File: src/rtl/loproc_mul_ctrl.sv
// Sequencing front-end for the LoPROC shift-add multiplier: sign/magnitude
// conversion, launch, product capture with sign fix-up, flush and timeout handling.
module loproc_mul_ctrl #(
    parameter int DATA_WIDTH = 32,
    parameter int TIMEOUT    = 64
) (
    input  logic                  mul_clk,
    input  logic                  mul_rst,
    input  logic                  req_valid,
    output logic                  req_ready,
    input  logic [1:0]            req_op,
    input  logic [DATA_WIDTH-1:0] req_a,
    input  logic [DATA_WIDTH-1:0] req_b,
    input  logic                  flush,
    output logic [DATA_WIDTH-1:0] mul_in1,
    output logic [DATA_WIDTH-1:0] mul_in2,
    output logic                  mul_valid_in,
    input  logic [DATA_WIDTH-1:0] mul_out_l,
    input  logic [DATA_WIDTH-1:0] mul_out_h,
    input  logic                  mul_valid_out,
    output logic                  rsp_valid,
    input  logic                  rsp_ready,
    output logic [DATA_WIDTH-1:0] rsp_data,
    output logic                  err_timeout
);

    // state | meaning
    // IDLE  | ready for a request
    // ISSUE | launch pulse to the multiplier
    // WAIT  | multiplier iterating, watchdog running
    // RESP  | result held until writeback takes it
    // DRAIN | waiting out an abandoned multiply
    localparam int W  = DATA_WIDTH;
    localparam int CW = $clog2(TIMEOUT + 1);
    localparam logic [CW-1:0]  CNT_LOAD = CW'(TIMEOUT - 1);
    localparam logic [CW-1:0]  CNT_ONE  = CW'(1);
    localparam logic [W-1:0]   ONE_W    = W'(1);
    localparam logic [2*W-1:0] ONE_P    = (2*W)'(1);

    typedef enum logic [2:0] {
        S_IDLE,
        S_ISSUE,
        S_WAIT,
        S_RESP,
        S_DRAIN
    } state_t;

    state_t         state;
    state_t         state_nx;
    logic [1:0]     op_q;
    logic           neg_q;
    logic           issue_q;
    logic [CW-1:0]  wait_cnt;
    logic           cnt_tc;
    logic           a_signed;
    logic           b_signed;
    logic           neg_in;
    logic [W-1:0]   mag_a;
    logic [W-1:0]   mag_b;
    logic [2*W-1:0] prod;
    logic [2*W-1:0] prod_fix;
    logic [W-1:0]   result;
    logic           timeout_hit;

    assign a_signed = (req_op == 2'b01) || (req_op == 2'b10);
    assign b_signed = (req_op == 2'b01);
    assign neg_in   = (a_signed & req_a[W-1]) ^ (b_signed & req_b[W-1]);
    assign mag_a    = (a_signed & req_a[W-1]) ? (~req_a + ONE_W) : req_a;
    assign mag_b    = (b_signed & req_b[W-1]) ? (~req_b + ONE_W) : req_b;

    assign prod     = {mul_out_h, mul_out_l};
    assign prod_fix = neg_q ? (~prod + ONE_P) : prod;
    assign result   = (op_q == 2'b00) ? prod_fix[W-1:0] : prod_fix[2*W-1:W];

    assign cnt_tc      = (wait_cnt == '0);
    assign timeout_hit = (state == S_WAIT) && !flush && !mul_valid_out && cnt_tc;

    // A flush arriving during ISSUE must suppress the launch, otherwise a stale
    // product would land in the WAIT of the next request.
    assign mul_valid_in = issue_q & ~flush;

    always_comb begin
        state_nx = state;
        case (state)
            S_IDLE:  if (req_valid) state_nx = S_ISSUE;
            S_ISSUE: state_nx = flush ? S_IDLE : S_WAIT;
            S_WAIT: begin
                if (flush)              state_nx = mul_valid_out ? S_IDLE : S_DRAIN;
                else if (mul_valid_out) state_nx = S_RESP;
                else if (cnt_tc)        state_nx = S_DRAIN;
            end
            S_RESP:  if (flush || rsp_ready) state_nx = S_IDLE;
            // The done pulse always ends DRAIN; holding on flush here could never recover.
            S_DRAIN: if (mul_valid_out) state_nx = S_IDLE;
            default: state_nx = S_IDLE;
        endcase
    end

    always_ff @(posedge mul_clk or posedge mul_rst) begin
        if (mul_rst) begin
            state       <= S_IDLE;
            req_ready   <= 1'b1;
            rsp_valid   <= 1'b0;
            issue_q     <= 1'b0;
            op_q        <= 2'b00;
            neg_q       <= 1'b0;
            mul_in1     <= '0;
            mul_in2     <= '0;
            wait_cnt    <= '0;
            rsp_data    <= '0;
            err_timeout <= 1'b0;
        end else begin
            state     <= state_nx;
            req_ready <= (state_nx == S_IDLE);
            rsp_valid <= (state_nx == S_RESP);
            issue_q   <= (state_nx == S_ISSUE);

            if (state == S_IDLE && req_valid) begin
                op_q    <= req_op;
                neg_q   <= neg_in;
                mul_in1 <= mag_a;
                mul_in2 <= mag_b;
            end

            if (state == S_ISSUE)
                wait_cnt <= CNT_LOAD;
            else if (state == S_WAIT && !cnt_tc)
                wait_cnt <= wait_cnt - CNT_ONE;

            if (state == S_WAIT && !flush && mul_valid_out)
                rsp_data <= result;

            if (timeout_hit)
                err_timeout <= 1'b1;
        end
    end

endmodule

File: config.mk
export PLATFORM = sky130hd
export DESIGN_NAME = loproc_mul_ctrl
export DESIGN_NICKNAME = d
export VERILOG_FILES = /design/src/rtl/loproc_mul_ctrl.sv
export SDC_FILE = /design/constraint.sdc
export NUM_CORES = 1
export LEC_CHECK = 0
export ABC_CLOCK_PERIOD_IN_PS = 4100
export BUFFER_PORTS_ARGS = -buffer_cell sky130_fd_sc_hd__clkbuf_2
export CAP_MARGIN = 20
export CORE_AREA = 2 2 120 151
export DETAILED_ROUTE_END_ITERATION = 7
export DIE_AREA = 0 0 122 153
export GPL_TIMING_DRIVEN = 1
export MAX_ROUTING_LAYER = met4
export PLACE_DENSITY = 0.81
export SLEW_MARGIN = 20
export SYNTH_ARGS = -nofsm -noshare
export SYNTH_HDL_FRONTEND = slang
export SYNTH_SLANG_ARGS = --single-unit
File: constraint.sdc
create_clock -name mul_clk -period 4.1 [get_ports mul_clk]
set_input_delay 0.82 -clock mul_clk [delete_from_list [all_inputs] [get_ports mul_clk]]
set_output_delay 0.82 -clock mul_clk [all_outputs]
set_load 0.005 [all_outputs]
Word-level counts from Yosys, hierarchy flattened. Index checks and enable logic that the tools add are counted.

Register bits: 113. Input port bits: 136. Output and inout port bits: 100. Logic and storage cells: 62.

Add/sub/neg operators: 4. Eq/ne operators: 8. Mux-type cells: 15. Bitwise operators: 8. Reduce and logical (&&, ||, !) cells: 16.

Operators by type and width (number): 32-bit 2-to-1 mux (3); 32-bit by 1-bit adder with 32-bit output (second input constant) (2); 64-bit by 1-bit adder with 64-bit output (second input constant) (1); 64-bit 2-to-1 mux (1); 32-bit inverter (2); 64-bit inverter (1); 3-bit 2-to-1 mux (7); 3-bit one-hot mux with 5 select lines (1); 7-bit 2-to-1 mux (2); 3-bit by 2-bit equality test with 1-bit output (second input constant) (3); 7-bit logical NOT (1); 7-bit by 1-bit subtractor with 7-bit output (second input constant) (1); 3-bit by 1-bit equality test with 1-bit output (second input constant) (2); 1-bit logical AND (6); 3-bit logical NOT (2); 1-bit bitwise AND (3); 3-bit equality test (second input constant) (1); 1-bit logical NOT (3); 2-bit by 1-bit equality test with 1-bit output (second input constant) (1); 2-bit equality test (second input constant) (1); 2-bit logical NOT (1); 1-bit logical OR (2); 2-bit 2-to-1 mux (1); 2-bit nonzero test (1); other kinds (2) (2).

Depth between registers and ports, before layout.
Depth after elaboration: 6. Mapped depth: 9. Depth with buffers taken out: 8.

Worst setup path before layout. No wires, ideal clock.

Kind: input-to-reg. Start point: input port mul_out_l[14]. End point: register rsp_data[27]. Setup time: 0.135 ns. Data arrival time: 3.348 ns. Data required time: 3.965 ns. Setup slack: 0.617 ns. Stages: 8. Buffers on the path: 2. Cell sequence: or4_1 -> or4_1 -> buf_2 -> or4_1 -> buf_2 -> o41a_1 -> a2111oi_2 -> a211oi_1.

Word-level cells in the longest chain between the ends: 4.

RTL lines: from (decl) (RTL line 18) `input logic [DATA_WIDTH-1:0] mul_out_l,`; 64-bit inverter (RTL line 72) `assign prod_fix = neg_q ? (~prod + ONE_P) : prod;`; 64-bit by 1-bit adder with 64-bit output (RTL line 72); 64-bit 2-to-1 mux (RTL line 72); 32-bit 2-to-1 mux (RTL line 73) `assign result = (op_q == 2'b00) ? prod_fix[W-1:0] : prod_fix[2*W-1:W];`; to (signal assigned) (RTL line 131) `rsp_data <= result;`; to (decl) (RTL line 23) `output logic [DATA_WIDTH-1:0] rsp_data,`.

Every way passes these cells. A chain may end at the register's enable or synchronous reset.

Worst setup path after layout.
Start point: input port mul_out_l[2]. End point: register rsp_data[3].

The elaborated chain is that of the path after synthesis.

==> flow_metrics.py <==
metrics = {
    "outcome": {
        "status": "complete, no violations",
    },
    "floorplan": {
        "core_area_um2": 17200,
        "io_pins": 236,
        "start_util": 0.441,
        "die_area_um2": 18700,
        "chipHeight_um": 153,
        "die_x_um": 122,
        "fp-row-count": 54,
    },
    "placed_design": {
        "hpwl_um": 18600,
        "dp.cells": 1375,
        "port_buffers": 235,
        "gp_congestion": 1.01,
    },
    "clock_network": {
        "cts_root_buf": "clkbuf_16",
        "insertion_delay_ps": 420,
        "cts_max_level": 4,
        "cts_tree": "built",
        "cts.sinks": 113,
        "cts_hold_buf": 0,
        "cts_resized": 0,
        "cts.path.max_buffers": 2,
        "clkTransAtPathRegs_ps": 50,
        "cts_buffers": 17,
        "post_cts_buffers": 0,
    },
    "worst_setup_path": {
        "endpoint_kind": "flop",
        "cp_common_cell": "or4_1",
        "crit_buf_inv": 2,
        "critPathMaxStageDelay_ps": 690,
        "worstPathRequired_ps": 4370,
        "slowest_stage": "or4_1",
        "crit_arrival_ps": 3710,
        "criticalPathCategory": "in -> reg",
        "crit_fanout": 8,
        "rr_worst_depth": 6,
        "crit_chain": "clkbuf_2, or4_1, or3b_2, or4_1, buf_4, o41ai_1, xor2_1, a21oi_1",
        "crit_cells": 8,
        "cp-start-kind": "primary input",
        "critPathTopFamily": "simple AND/OR/NAND/NOR gates",
    },
    "power_and_ir_drop": {
        "ir_drop_mv": 0.356,
        "power.leakage_uw": 0.00427,
        "cellPowerDensity_nw_per_um2": 626,
    },
    "detailed_routing": {
        "routed_wl_um": 25000,
        "vias": 8183,
        "ant_nets": 0,
        "detail_route.drc_violations": 0,
        "first_pass_iters": 5,
        "viasPerCell": 5.82,
        "first_iter_violations": 655,
        "wire_per_inst_um": 17.8,
    },
    "finish": {
        "syn2layout_area_growth_pct": 27.9,
        "nets": 1311,
        "fill_cells": 1622,
        "final_layout_size_suffix_gt1_frac": 0.254,
        "regArea_um2": 2830,
        "layout.cells.non_filler": 1407,
        "diodes": 0,
        "multi_input_area_um2": 4500,
    },
    "timing": {
        "finClkSkew_ps": 11.4,
        "final.period_utilization": 0.840,
        "rsz0062_at_grt": "no",
        "relSlewSlack": 0.336,
        "setup_violations": 0,
        "final_max_slew_viol_count": 0,
        "finalSetupTns_ps": 0,
        "final_hold_viol_count": 0,
        "fmax_ghz": 0.290,
        "tightest_slew_ps": 993,
        "post-route-min-period_ps": 3440,
    },
    "synth": {
        "netlist_instances": 940,
        "ys_top_cells_by_area": "dfrtp_1 37%, o21ai_0 7.3%, nand2_1 6.5%",
        "syn_area_um2": 7600,
        "synth_cell_type_count": 61,
        "yosys_warnings": 0,
        "synthArstFlopShare": 1.00,
        "synth_flop_cell": "dfrtp_1",
        "syn_area_per_cell_um2": 8.09,
        "yosysMostFrequentCell": "nand2_1",
        "syn_nets": 1081,
        "synthTopCellsByCount": "132 x nand2_1, 112 x dfrtp_1, 111 x o21ai_0",
        "synth_top_area_share": 0.369,
        "yosysSeqAreaShare": 0.372,
        "yosysTopAreaCell": "dfrtp_1",
        "synth_edf_count": 0,
        "synth-seq-cells": 113,
    },
    "worst_hold_path": {
        "holdPathStages": 1,
        "hp-class": "reg -> reg",
    },
    "global_route": {
        "grt_max_degree": 68,
        "antenna_found_initial": 0,
        "grt_pass1_wl_um": 40000,
        "grt_overflow": 0,
        "track_usage": 0.278,
        "grt_pass1_vias": 8015,
    },
    "job": {
        "max-cap-violations": 0,
    },
}
==> power breakdown <==
group          internal, uW  switching, uW
combinational          1020           1470
sequential             1630            307
clock                  1090            585
==> area by class of cell <==
cell class	instances	share of cell area
tap	224	0.0288
clock buffer	18	0.0441
timing repair buffer	258	0.140
multi-input combinational	754	0.463
clock inverter	14	0.0234
inverter	26	0.0103
sequential	113	0.291
==> per-stage QoR <==
stage,area [um2],power (uW),setup WS (ps),hold slack [ps],utilization
2_1_floorplan,7600,3380,294,460,-
3_3_place_gp,9070,4360,313,450,0.527
3_5_place_dp,9070,4430,270,470,0.527
4_1_cts,9730,6150,697,483,0.565
5_1_grt,9730,6530,617,495,0.565
6_report,9730,6090,656,473,0.565
==> registers in the layout, indices dropped and copies added (netlist names) <==
signal,cells
err_timeout,1
issue_q,1
mul_in1,32
mul_in2,32
neg_q,1
op_q,2
req_ready,1
rsp_data,32
rsp_valid,1
state,3
wait_cnt,7
==> cell families (layout without fill, tap and decap cells) <==
family	Yosys count	after routing	share of synthesized area
AO/OA/AOI/OAI	262	262	0.215
buffers and inverters	73	316	0.0370
flip-flops	113	113	0.372
adder cells (fa/ha/maj)	5	5	0.00823
XOR/XNOR	95	95	0.109
multiplexers	13	13	0.0173
AND/OR/NAND/NOR	379	379	0.241
==> routing by layer <==
layer  share of wire  vias to the layer above  global-route usage
li1                -                     3893                   -
met1            0.39                     3805               0.318
met2            0.49                      395               0.449
met3           0.076                       90              0.0675
met4           0.047                        0               0.140
met5               0                        -                   -
==> layout by cell type, fill, tap and decap left out, types with 8 or more instances in the layout <==
cell / synthesis / layout
nor2_1: 71 / 70
o31ai_1: 18 / 18
xor2_1: 39 / 39
clkbuf_2: 0 / 235
o41ai_1: 13 / 13
nor3_1: 39 / 39
nor2b_1: 8 / 8
a31oi_1: 14 / 14
a21oi_1: 44 / 44
and3_1: 10 / 10
buf_4: 1 / 22
nor4_1: 28 / 28
inv_1: 24 / 23
nand2_1: 132 / 132
o21ai_0: 111 / 111
or4_1: 16 / 16
clkbuf_16: 0 / 17
a211oi_1: 8 / 8
mux2i_1: 12 / 12
nand4_1: 8 / 8
nand2b_1: 13 / 13
dfrtp_1: 112 / 112
or3_1: 9 / 9
xnor2_1: 56 / 56
nand3_1: 25 / 25
==> path summary, 6_finish.rpt <==
check                                   startpoint                        to  slack, ps
setup / recovery                      mul_out_l[2]   rsp_data[3]$_DFFE_PP0P_        660
hold / removal             err_timeout$_DFFE_PP0P_   err_timeout$_DFFE_PP0P_        470
setup reg to reg                 neg_q$_DFFE_PP0P_  rsp_data[28]$_DFFE_PP0P_       1620
hold reg to reg            err_timeout$_DFFE_PP0P_   err_timeout$_DFFE_PP0P_        470
max in group asynchronous                  mul_rst       req_ready$_DFF_PP1_       2670
min in group asynchronous                  mul_rst    mul_in1[4]$_DFFE_PP0P_        570
(Power assumes the default switching activity.)
